===== src/rtl/alu_pkg.sv =====
// Shared operation codes and FSM state encoding for aludec and the execute stage.
package alu_pkg;

    typedef enum logic [3:0] {
        OP_AND = 4'b0000,
        OP_OR  = 4'b0001,
        OP_ADD = 4'b0010,
        OP_SUB = 4'b0110,
        OP_SLT = 4'b0111,
        OP_NOR = 4'b1100,
        OP_MUL = 4'b1000,
        OP_DIV = 4'b1001
    } aluctrl_t;

    typedef logic [1:0] state_t;

    localparam state_t IDLE = 2'd0;
    localparam state_t BUSY = 2'd1;
    localparam state_t DONE = 2'd2;

endpackage


===== src/rtl/alu_comb.sv =====
// Single-cycle ALU operations; codes without a single-cycle meaning give 0.
module alu_comb
    import alu_pkg::*;
#(
    parameter int n = 32
) (
    input  logic [3:0]   aluctrl,
    input  logic [n-1:0] a,
    input  logic [n-1:0] b,
    output logic [n-1:0] y
);

    always_comb begin
        y = '0;
        case (aluctrl)
            OP_AND:  y = a & b;
            OP_OR:   y = a | b;
            OP_ADD:  y = a + b;
            OP_SUB:  y = a - b;
            OP_SLT:  y = {{(n-1){1'b0}}, ($signed(a) < $signed(b))};
            OP_NOR:  y = ~(a | b);
            default: y = '0;
        endcase
    end

endmodule


===== src/rtl/alu_iter.sv =====
// Execute stage: single-cycle ops via alu_comb, MUL/DIV iterate one bit per cycle.
//  state | meaning
//  IDLE  | ready to accept an op
//  BUSY  | MUL/DIV stepping, count runs n-1 down to 0
//  DONE  | result/zero valid, waiting for out_ready
module alu_iter
    import alu_pkg::*;
#(
    parameter int n = 32
) (
    input  logic         clk,
    input  logic         rst_n,
    input  logic         in_valid,
    output logic         in_ready,
    input  logic [3:0]   aluctrl,
    input  logic [n-1:0] a,
    input  logic [n-1:0] b,
    output logic         out_valid,
    input  logic         out_ready,
    output logic [n-1:0] result,
    output logic         zero
);

    localparam int CW = $clog2(n);

    state_t        state;
    logic [CW-1:0] count;
    logic          is_div;
    logic [n:0]    acc;      // MUL product / DIV remainder (n+1 bits)
    logic [n-1:0]  opa;      // MUL multiplicand / DIV divisor
    logic [n-1:0]  opb;      // MUL multiplier / DIV dividend shifting into quotient

    logic [n-1:0]  comb_y;
    logic [n-1:0]  single_y;
    logic [n:0]    rem_sh;
    logic [n:0]    diff;
    logic [n:0]    acc_nx;
    logic [n-1:0]  opa_nx;
    logic [n-1:0]  opb_nx;
    logic [n-1:0]  fin;

    alu_comb #(.n(n)) u_comb (
        .aluctrl (aluctrl),
        .a       (a),
        .b       (b),
        .y       (comb_y)
    );

    // only reached for DIV when b==0, otherwise the op is single-cycle
    assign single_y = (aluctrl == OP_DIV) ? '1 : comb_y;

    always_comb begin
        rem_sh = {acc[n-1:0], opb[n-1]};
        diff   = rem_sh - {1'b0, opa};
        acc_nx = acc;
        opa_nx = opa;
        opb_nx = opb;
        if (is_div) begin
            if (!diff[n]) begin
                acc_nx = diff;
                opb_nx = {opb[n-2:0], 1'b1};
            end else begin
                acc_nx = rem_sh;
                opb_nx = {opb[n-2:0], 1'b0};
            end
        end else begin
            if (opb[0]) acc_nx = acc + {1'b0, opa};
            opa_nx = opa << 1;
            opb_nx = opb >> 1;
        end
        fin = is_div ? opb_nx : acc_nx[n-1:0];
    end

    always_ff @(posedge clk or negedge rst_n) begin
        if (!rst_n) begin
            state  <= IDLE;
            count  <= '0;
            is_div <= 1'b0;
            acc    <= '0;
            opa    <= '0;
            opb    <= '0;
            result <= '0;
            zero   <= 1'b0;
        end else begin
            case (state)
                IDLE: begin
                    if (in_valid) begin
                        if (aluctrl == OP_MUL) begin
                            state  <= BUSY;
                            is_div <= 1'b0;
                            acc    <= '0;
                            opa    <= a;
                            opb    <= b;
                            count  <= CW'(n - 1);
                        end else if (aluctrl == OP_DIV && b != '0) begin
                            state  <= BUSY;
                            is_div <= 1'b1;
                            acc    <= '0;
                            opa    <= b;
                            opb    <= a;
                            count  <= CW'(n - 1);
                        end else begin
                            state  <= DONE;
                            result <= single_y;
                            zero   <= (single_y == '0);
                        end
                    end
                end
                BUSY: begin
                    acc   <= acc_nx;
                    opa   <= opa_nx;
                    opb   <= opb_nx;
                    count <= count - 1'b1;
                    if (count == '0) begin
                        state  <= DONE;
                        result <= fin;
                        zero   <= (fin == '0);
                    end
                end
                DONE: begin
                    if (out_ready) state <= IDLE;
                end
                default: state <= IDLE;
            endcase
        end
    end

    assign in_ready  = (state == IDLE);
    assign out_valid = (state == DONE);

endmodule


===== config.mk =====
export PLATFORM = sky130hd
export DESIGN_NAME = alu_iter
export DESIGN_NICKNAME = d
export VERILOG_FILES = /design/src/rtl/alu_pkg.sv /design/src/rtl/alu_comb.sv /design/src/rtl/alu_iter.sv
export SDC_FILE = /design/constraint.sdc
export NUM_CORES = 1
export LEC_CHECK = 0
export BUFFER_PORTS_ARGS = -buffer_cell sky130_fd_sc_hd__buf_2
export CAP_MARGIN = 10
export CORE_MARGIN = 3
export CORE_UTILIZATION = 25
export CTS_CLUSTER_SIZE = 16
export DETAILED_ROUTE_END_ITERATION = 6
export GPL_TIMING_DRIVEN = 0
export PLACE_DENSITY = 0.48
export SETUP_SLACK_MARGIN = 0.2
export SYNTH_ARGS = -nofsm -noshare
export SYNTH_HDL_FRONTEND = slang
export SYNTH_SLANG_ARGS = --single-unit

===== constraint.sdc =====
create_clock -name clk -period 4.6 [get_ports clk]
set_input_delay 1.15 -clock clk [delete_from_list [all_inputs] [get_ports clk]]
set_output_delay 1.15 -clock clk [all_outputs]
set_load 0.005 [all_outputs]

==> After elaboration in Yosys (flattened, before gate mapping) <==
Cells that the tools add are included.
{ "word_totals": {"register_bits": 138, "inputBits": 72, "output_inout_bits": 35, "elab_cells": 93} }
{ "classes": {"addsub": 5, "n_lt_le_gt_ge": 1, "eq_ne": 17, "n_mux": 43, "bitwise": 3, "reduce_logical": 15} }
{ "ops": {"columns": ["op", "n"], "rows": [
  ["$mux 32", 14],
  ["$mux 33", 6],
  ["$pmux 32 s2", 3],
  ["$pmux 32 s6", 1],
  ["$pmux 33 s2", 1],
  ["$logic_not 32->1", 2],
  ["$add 33x32->33", 1],
  ["$sub 33x32->33", 1],
  ["$add 32x32->32", 1],
  ["$and 32x32->32", 1],
  ["$lt 32x32->1", 1],
  ["$not 32->32", 1],
  ["$or 32x32->32", 1],
  ["$reduce_bool 32->1", 1],
  ["$sub 32x32->32", 1],
  ["$mux 5", 3],
  ["$eq 4x4->1 const B", 3],
  ["$mux 2", 5],
  ["$ne 2x2->1 const B", 5],
  ["$pmux 5 s2", 1],
  ["$reduce_and 3->1", 3],
  ["$eq 4x3->1 const B", 2],
  ["$reduce_and 4->1", 2],
  ["$mux 1", 7],
  ["16 further kinds", 17]
]} }

==> Longest topological paths before layout <==
Gate-level depths: netlist (run 1).
{ "logic_depth": {"ltp_word": 9, "mapped_depth": 18, "ltp_nobuf": 16} }

==> Cells and area by module <==
A second synthesis (run 1) with hierarchy kept.
{ "unflattened": {"hier_cells": 2288, "hier_area_um2": 17194.0} }
{ "by_module_without_submodules": {"columns": ["mod", "n_inst", "cells_per_inst", "area_per_inst_um2", "seq_area_each_um2"], "rows": [
  ["alu_iter", 1, 1552, 12315.6, 3428.3],
  ["alu_comb", 1, 736, 4878.4, 0.0]
]} }

==> Least setup slack after synthesis (run 1) <==
No wires, ideal clock.
{ "synth_path": {"path_type": "input-to-reg", "from": "input port b[7]", "to": "register zero", "setup_time_ps": 76, "arrival_time_ps": 4245, "required_time_ps": 4524, "slack_ps": 279, "cell_stages": 15, "path_buffers": 1, "path_cell_list": "inv_1 -> ha_1 -> buf_2 -> inv_1 -> a2111oi_0 -> a21oi_1 -> a211oi_1 -> mux2i_1 -> nand4b_1 -> or4_1 -> or4_1 -> nor4_1 -> and4bb_1 -> nand4_1 -> o21ai_1"} }
{ "synth_via": {"elab_chain_cells": 9, "word_cells_on_any_way": 17, "classes_between": "add/sub (2); order compare (1); eq/ne (1); mux (6); bitwise (3); reduce/logical (4)"} }
{ "synth_rtl": {"columns": ["element", "line_no", "source"], "rows": [
  ["from (decl)", "alu_iter.sv:17", "input logic [n-1:0] b,"],
  ["parallel branches: the longest is 9 deep, another holds $sub 32x32->32", null, null],
  ["to (signal assigned)", "alu_iter.sv:105", "zero <= (single_y == '0);"],
  ["to (signal assigned)", "alu_iter.sv:117", "zero <= (fin == '0);"],
  ["to (decl)", "alu_iter.sv:21", "output logic zero"]
]} }
Several ways; the timed one is not identified. The select of a mux whose other input is x is not followed.
A chain may end at the register's enable or synchronous reset.

==> Final worst setup path (run 1) <==
{ "layout_path": {"from": "input port a[8]", "to": "register zero"} }
{ "layout_via": {"elab_chain_cells": 9, "word_cells_on_any_way": 13, "classes_between": "add/sub (2); order compare (1); mux (6); bitwise (3); reduce/logical (1)"} }
{ "layout_rtl": {"columns": ["element", "line_no", "source"], "rows": [
  ["from (decl)", "alu_iter.sv:16", "input logic [n-1:0] a,"],
  ["parallel branches: the longest is 2 deep, another holds $sub 32x32->32", null, null],
  ["$pmux 32 s6 (*)", "alu_comb.sv:15", "case (aluctrl)"],
  ["$mux 32 (*)", "alu_iter.sv:50", "assign single_y = (aluctrl == OP_DIV) ? '1 : comb_y;"],
  ["$logic_not 32->1 (*)", "alu_iter.sv:105", null],
  ["$mux 1 (*)", "alu_iter.sv:95", "end else if (aluctrl == OP_DIV && b != '0) begin"],
  ["$mux 1 (*)", "alu_iter.sv:88", "if (aluctrl == OP_MUL) begin"],
  ["$mux 1 (*)", "alu_iter.sv:87", "if (in_valid) begin"],
  ["$pmux 1 s2 (*)", "alu_iter.sv:85", "case (state)"]
]} }
Mark *: on every way between the ends. The select of a mux whose other input is x is not followed.

==> summary.txt, run 1 <==
Logic synthesis
  • Most area-hungry cell type in the Yosys netlist: dfrtp_1
  • Post-synthesis sequential area ratio: 20.2%
  • Top cell type's share of synthesized area: 20.2%
  • Synth Flop Type: dfrtp_1
  • Synthesized area per cell: 7.54 sq um
  • Synth Instances: 2257
  • Synth area leaders: dfrtp_1 20%, ha_1 13%, a21oi_1 6.3%
  • EDFF count, synth: 0
  • Synth Net Count: 2506
  • Post-synthesis sequential element count: 137
  • Asr flop ratio synth: 100%
  • Synth Warn #: 0
  • Post-synth cell types: 82
  • Mapped cell area: 0.0170 sq mm

Clock network
  • Root Driver: clkbuf_16
  • CTS tree: yes
  • Clock Latency Late Sink: 440 ps
  • Clk slew on worst S/H paths: 60 ps
  • CTS sink cnt: 137
  • H-tree depth: 4
  • Hold_buf cts: 0
  • Longest Clk Path Bufs: 2
  • CTS Buf Count: 17

Route
  • Post-route DRC: 0
  • Drt first pass iters: 5
  • Via count: 18977
  • Post-route ant nets: 0
  • Final WL: 79800 um
  • DR iter-0 viols: 2035
  • Via/cell ratio: 5.76
  • Wire per inst: 24.2 um

STA
  • RSZ-0062 raised after global routing: yes
  • Final Hold Fails: 0
  • Final min period: 4500 ps
  • Period utilisation layout: 97.8%
  • Worst rel slew slack: 38.0%
  • Final Slew Violations: 0
  • Max Fclk: 0.222 GHz
  • Fin Setup TNS: 0 ps
  • Endpoints failing setup: 0
  • Worst Tran Pin Value: 930 ps
  • Worst-case clock skew: 8.24 ps

Cells and area
  • Total Nets Final: 2665
  • Area growth, synth to finish: 20.3%
  • Most common cell after layout, fill and taps aside: nand2_1
  • Most frequent cells in the layout: 223 x nand2_1, 205 x a21oi_1, 179 x nor2_1
  • Antenna cells: 0
  • Util after Layout: 30.7%
  • Post-route insts no fill: 3293
  • Share of post-route cells with drive strength above 1: 14.5%

Worst setup path
  • Crit path from: a[8]
  • Worst EP required: 4960 ps
  • Crit path arrival time: 4870 ps
  • Worst setup EP type: register
  • CP Max Fanout: 8
  • Kind of critical path: input port to register
  • CP Launch Type: input port
  • R2r startpoint: opa[0]
  • FF-to-FF path depth: 14

Hold path
  • Hold path cells: 1
  • Min-delay src: result[24]
  • Hold Path Class: register to register

Power and ir drop
  • Pwr dens: 603 mW/mm^2
  • Total power: 12300 uW
  • Leakage: 0.00872 uW
  • Worst vdd ir: 271 uV

Place
  • Dpl hpwl: 63900 um
  • Dpl cells: 3226
  • GPL Wtd Cong: 0.950
  • Port bufs: 103

Floorplanning
  • Die height: 267 um
  • Row count: 94
  • Die footprint: 0.0712 sq mm
  • Die width: 267 um
  • Initial Utilization: 25.5%
  • Core region area: 0.0666 sq mm
  • I/O pin cnt: 107

Global routing
  • Initial antenna violation count: 2
  • First-pass GRT wire length: 117000 um
  • GRT Total Usage: 21.7%
  • Number of global-route vias before repair: 18211
  • Largest net degree at the start of global routing: 89
  • Global route overflow: 0

Flow run
  • Max cap viols: 0

Run status
  • Status: complete, no violations
## critical path: stages
cell       delay, ps
buf_2            180
inv_1             60
ha_1             290
buf_4            180
nand3_1           90
o221ai_1         180
a21oi_4          250
o221ai_4         170
a221o_1          400
a221o_1          300
o2bb2ai_1        190
or4_4            580
nor4_4           240
and4bb_1         260
nand4_1          150
o21ai_2          180
## area by class of cell
class                   instances  area [sq um]
inverters                     158           598
flip-flops and latches        137          3430
clock buffers                  17           425
clock inverters                15           175
multi-input cells            1814         13100
fillers                      7211         46100
well taps                     864          1080
plain buffers                 148           702
repair buffers                140           916
## cell usage after synthesis, drive strengths merged (29+ instances only)
cell type / instances
clkbuf: 113
a22oi: 39
nor2: 183
a21oi: 216
a21o: 43
dfrtp: 137
o22ai: 38
o21ai: 163
mux2i: 105
ha: 173
o211ai: 29
a211oi: 37
o221ai: 42
buf: 35
xnor2: 39
nand2: 226
inv: 157
nor3: 33
## where the power goes
group | internal, uW | total [uW] | switching (uW)
clock | 853 | 1460 | 602
sequential | 1740 | 2490 | 757
combinational | 3180 | 8390 | 5210
total | 5770 | 12300 | 6560
## per-stage QoR
step	instance area, sq um	setup slack, ps	hold slack [ps]
global placement	18600	-1300	459
CTS	20000	79.1	479
global route	20500	-7.26	487
floorplan	17000	279	470
finish	20500	99.2	472
detailed placement	18700	-1160	465
## kinds of logic (layout without fill, tap and decap cells)
logic type	Yosys count	count (layout)	share of synthesized area, %
muxes	112	112	6.64
buffers and inverters	306	478	6.87
DFF	137	137	20.2
adders and majority gates	177	177	13.2
and+or+nand+nor	623	623	16.9
AOI/OAI and AO/OA	841	841	33.1
xor gates and xnor gates	61	61	3.14
## sequential cells by signal (all words and copies together) (netlist names)
name	count
state	2
is_div	1
zero	1
opb	32
count	5
result	32
opa	32
acc	32
## worst paths after layout
| kind | end | slack [ps] |
|---|---|---|
| min | result[24] | 470 |
| max in group asynchronous | opb[4] | 3090 |
| min in group asynchronous | result[31] | 670 |
| max reg2reg | zero | 290 |
| max | zero | 100 |
| min reg2reg | result[24] | 470 |
## layer usage
metal	wire length, um	GRT usage, %	part of all wire [%]	vias to the layer above
li1	-	-	-	8663
met1	36900	30.9	46	9319
met2	34200	32.7	43	855
met3	6390	4.77	8.0	138
met4	2360	6.40	3.0	2
met5	7	0	0.0088	-
## timing repair
| action | 4_1_cts | 5_1_grt |
|---|---|---|
| pin swaps | 26 | 38 |
| endpoints found under the setup margin | 104 | 59 |
| buffers inserted | 20 | 15 |
| resized for setup | 135 | 105 |
| cloned | 1 | 0 |
(Power assumes the default switching activity.)
==> run 2, diff against run 1 <==
--- a/config.mk
+++ b/config.mk
@@ -7,6 +7,7 @@
 export LEC_CHECK = 0
 export BUFFER_PORTS_ARGS = -buffer_cell sky130_fd_sc_hd__buf_2
 export CAP_MARGIN = 10
+export CORE_ASPECT_RATIO = 2
 export CORE_MARGIN = 3
 export CORE_UTILIZATION = 25
 export CTS_CLUSTER_SIZE = 16
==> summary.txt, run 2 (synthesis gave the netlist of run 1 again) <==
Global routing
  • First-pass GRT wire length: 129000 um (+10%)
  • GRT Total Usage: 24.5% (+2.8 points)
  • Initial antenna violation count: 2 (unchanged)
  • Global route overflow: 0 (unchanged)
  • Largest net degree at the start of global routing: 81 (-9.0%)
  • Number of global-route vias before repair: 19904 (+9.3%)

Clock network
  • CTS Buf Count: 25 (+8)
  • H-tree depth: 4 (unchanged)
  • CTS tree: yes
  • CTS sink cnt: 137 (unchanged)
  • Clock Latency Late Sink: 500 ps (+60 ps)
  • Root Driver: clkbuf_16
  • Longest Clk Path Bufs: 3 (+1)
  • Clk slew on worst S/H paths: 60 ps (about the same)

STA
  • Final Hold Fails: 0 (unchanged)
  • Worst Tran Pin Value: 1050 ps (+119 ps)
  • Worst rel slew slack: 30.1% (-8.0 points)
  • Setup ws final: 119 ps (+20.1 ps)
  • Endpoints failing setup: 0 (unchanged)
  • Period utilisation layout: 97.4% (-0.44 points)
  • Final min period: 4480 ps (-20.1 ps)
  • Final Slew Violations: 0 (unchanged)
  • Max Fclk: 0.223 GHz (+0.45%)
  • RSZ-0062 raised after global routing: yes
  • Worst-case clock skew: 15.8 ps (+7.59 ps)

Cells and area
  • Util after Layout: 31.0% (+0.28 points)
  • Antenna cells: 0 (unchanged)
  • Final instance area: 0.0208 sq mm (+1.7%)
  • Most frequent cells in the layout: 223 x nand2_1, 203 x a21oi_1, 177 x nor2_1
  • Most common cell after layout, fill and taps aside: nand2_1
  • Area growth, synth to finish: 22.3%
  • # fillers: 7358 (+2.0%)
  • Post-route insts no fill: 3324 (+0.94%)
  • Total Nets Final: 2684 (+0.71%)
  • Share of post-route cells with drive strength above 1: 15.6% (+1.2 points)

Worst setup path
  • FF-to-FF path depth: 15 (+1)
  • Critical-path cell list: clkbuf_4, nor4_2, nand3_2, nor4_4, o21bai_4, nor4_2, o211ai_1, or4_4, or4_4, nor4_4, and4bb_1, nand4_1, o21ai_1
  • Worst path slowest cell: or4_4
  • CP max stage delay: 570 ps (about the same)
  • CP Launch Type: input port
  • CP Max Fanout: 6 (-2)
  • R2r setup slk: 200 ps (-90 ps)
  • R2r startpoint: acc[0]
  • Worst setup EP type: register
  • Kind of critical path: input port to register
  • Worst EP required: 5030 ps (+70 ps)
  • Crit path arrival time: 4910 ps (+40 ps)
  • R2r endpoint: zero

Power and ir drop
  • Combinational share of power: 67.3% (-0.7 points)
  • Sw Share: 53.4% (+0.18 points)
  • Flop pwr share: 19.6% (-0.6 points)
  • Worst vdd ir: 246 uV (-9.2%)
  • Clock power share: 13.1% (+1.3 points)
  • Leakage: 0.00886 uW (+1.6%)
  • Total power: 12900 uW (+4.5%)
  • Pwr dens: 620 mW/mm^2 (+2.8%)
  • P_int: 6010 uW (+4.1%)
  • P_sw: 6890 uW (+4.9%)

Floorplanning
  • Initial Utilization: 25.4% (-0.19 points)
  • I/O pin cnt: 107 (unchanged)
  • Die height: 375 um (+40%)
  • Die footprint: 0.0714 sq mm (+0.27%)
  • Row count: 134 (+43%)
  • Die width: 190 um (-29%)
  • Core region area: 0.0671 sq mm (+0.74%)

Route
  • Via/cell ratio: 5.79 (+0.51%)
  • Post-route DRC: 0 (unchanged)
  • Via count: 19254 (+1.5%)
  • Final WL: 90900 um (+14%)
  • Drt first pass iters: 7 (+2)
  • DR iter-0 viols: 1504 (-26%)
  • Wire per inst: 27.3 um (+13%)
  • Post-route ant nets: 0 (unchanged)

Place
  • Dpl hpwl: 74200 um (+16%)
  • Dpl cells: 3247 (+0.65%)
  • DP Area: 0.0187 sq mm (+0.16%)
  • Port bufs: 103 (unchanged)
  • GPL Wtd Cong: 0.980 (+3.1%)
  • Place WS: -1570 ps (-406 ps)

Hold path
  • Hold Path Class: register to register
  • Min-delay src: result[31]
  • Hold path cells: 1 (unchanged)
  • Worst Hold End: result[31]

Run status
  • Status: complete, no violations

Flow run
  • Max cap viols: 0 (unchanged)
-- run 2: worst max-delay path: cells and delay by family --
kind	cells	cell delay, ps
simple gates	9	3180
compound gates	3	420
buf+inv	1	160
-- run 2: power by group through the flow --
stage                     sequential (uW)  clock, uW  combinational, uW
after floorplan                      2180          0               5290
after global placement               2510          0               7810
after detailed placement             2510          0               7880
after CTS                            2500       1690               8250
after global routing                 2580       1740               9320
final                                2530       1680               8680
-- run 2: cell type report --
class | count | area [sq um] | share of cell area, %
inverters | 158 | 606 | 2.91
well taps | 884 | 1110 | 5.32
clock inverters | 2 | 35.0 | 0.168
repair buffers | 151 | 1010 | 4.88
clock buffers | 30 | 674 | 3.24
flip-flops and latches | 137 | 3430 | 16.5
multi-input cells | 1814 | 13200 | 63.5
plain buffers | 148 | 719 | 3.46
-- run 2: per-stage QoR --
step	hold slack, ps	TNS (ps)
after global routing	519	0
final	479	0
after CTS	481	0
after floorplan	470	0
after detailed placement	469	-73990
after global placement	462	-93520
-- run 2: worst max-delay path by stage --
stage / cells past startpoint / slack (ps) / end / from
2_1_floorplan: 15 / 280 / zero / b[7]
3_3_place_gp: 17 / -1610 / opb[0] / opb[31]
3_5_place_dp: 17 / -1570 / opb[0] / opb[31]
4_1_cts: 14 / 60 / zero / aluctrl[3]
5_1_grt: 16 / 30 / zero / a[3]
6_report: 13 / 120 / zero / b[8]
-- run 2: metal layers --
| metal | vias up | track usage [%] | wire length, um |
|---|---|---|---|
| met3 | 367 | 1.98 | 3470 |
| met1 | 9327 | 22.2 | 29100 |
| met5 | - | 0 | 10 |
| met4 | 2 | 23.9 | 11100 |
| met2 | 886 | 46.3 | 47200 |
| li1 | 8672 | - | - |
-- run 2: timing repair --
item                       4_1_cts  5_1_grt
pin swaps                       19       54
gates cloned                     0        0
setup buffers                   18       27
hold buffers                     0        0
setup endpoints to repair      118       71
gates resized for setup        115      162
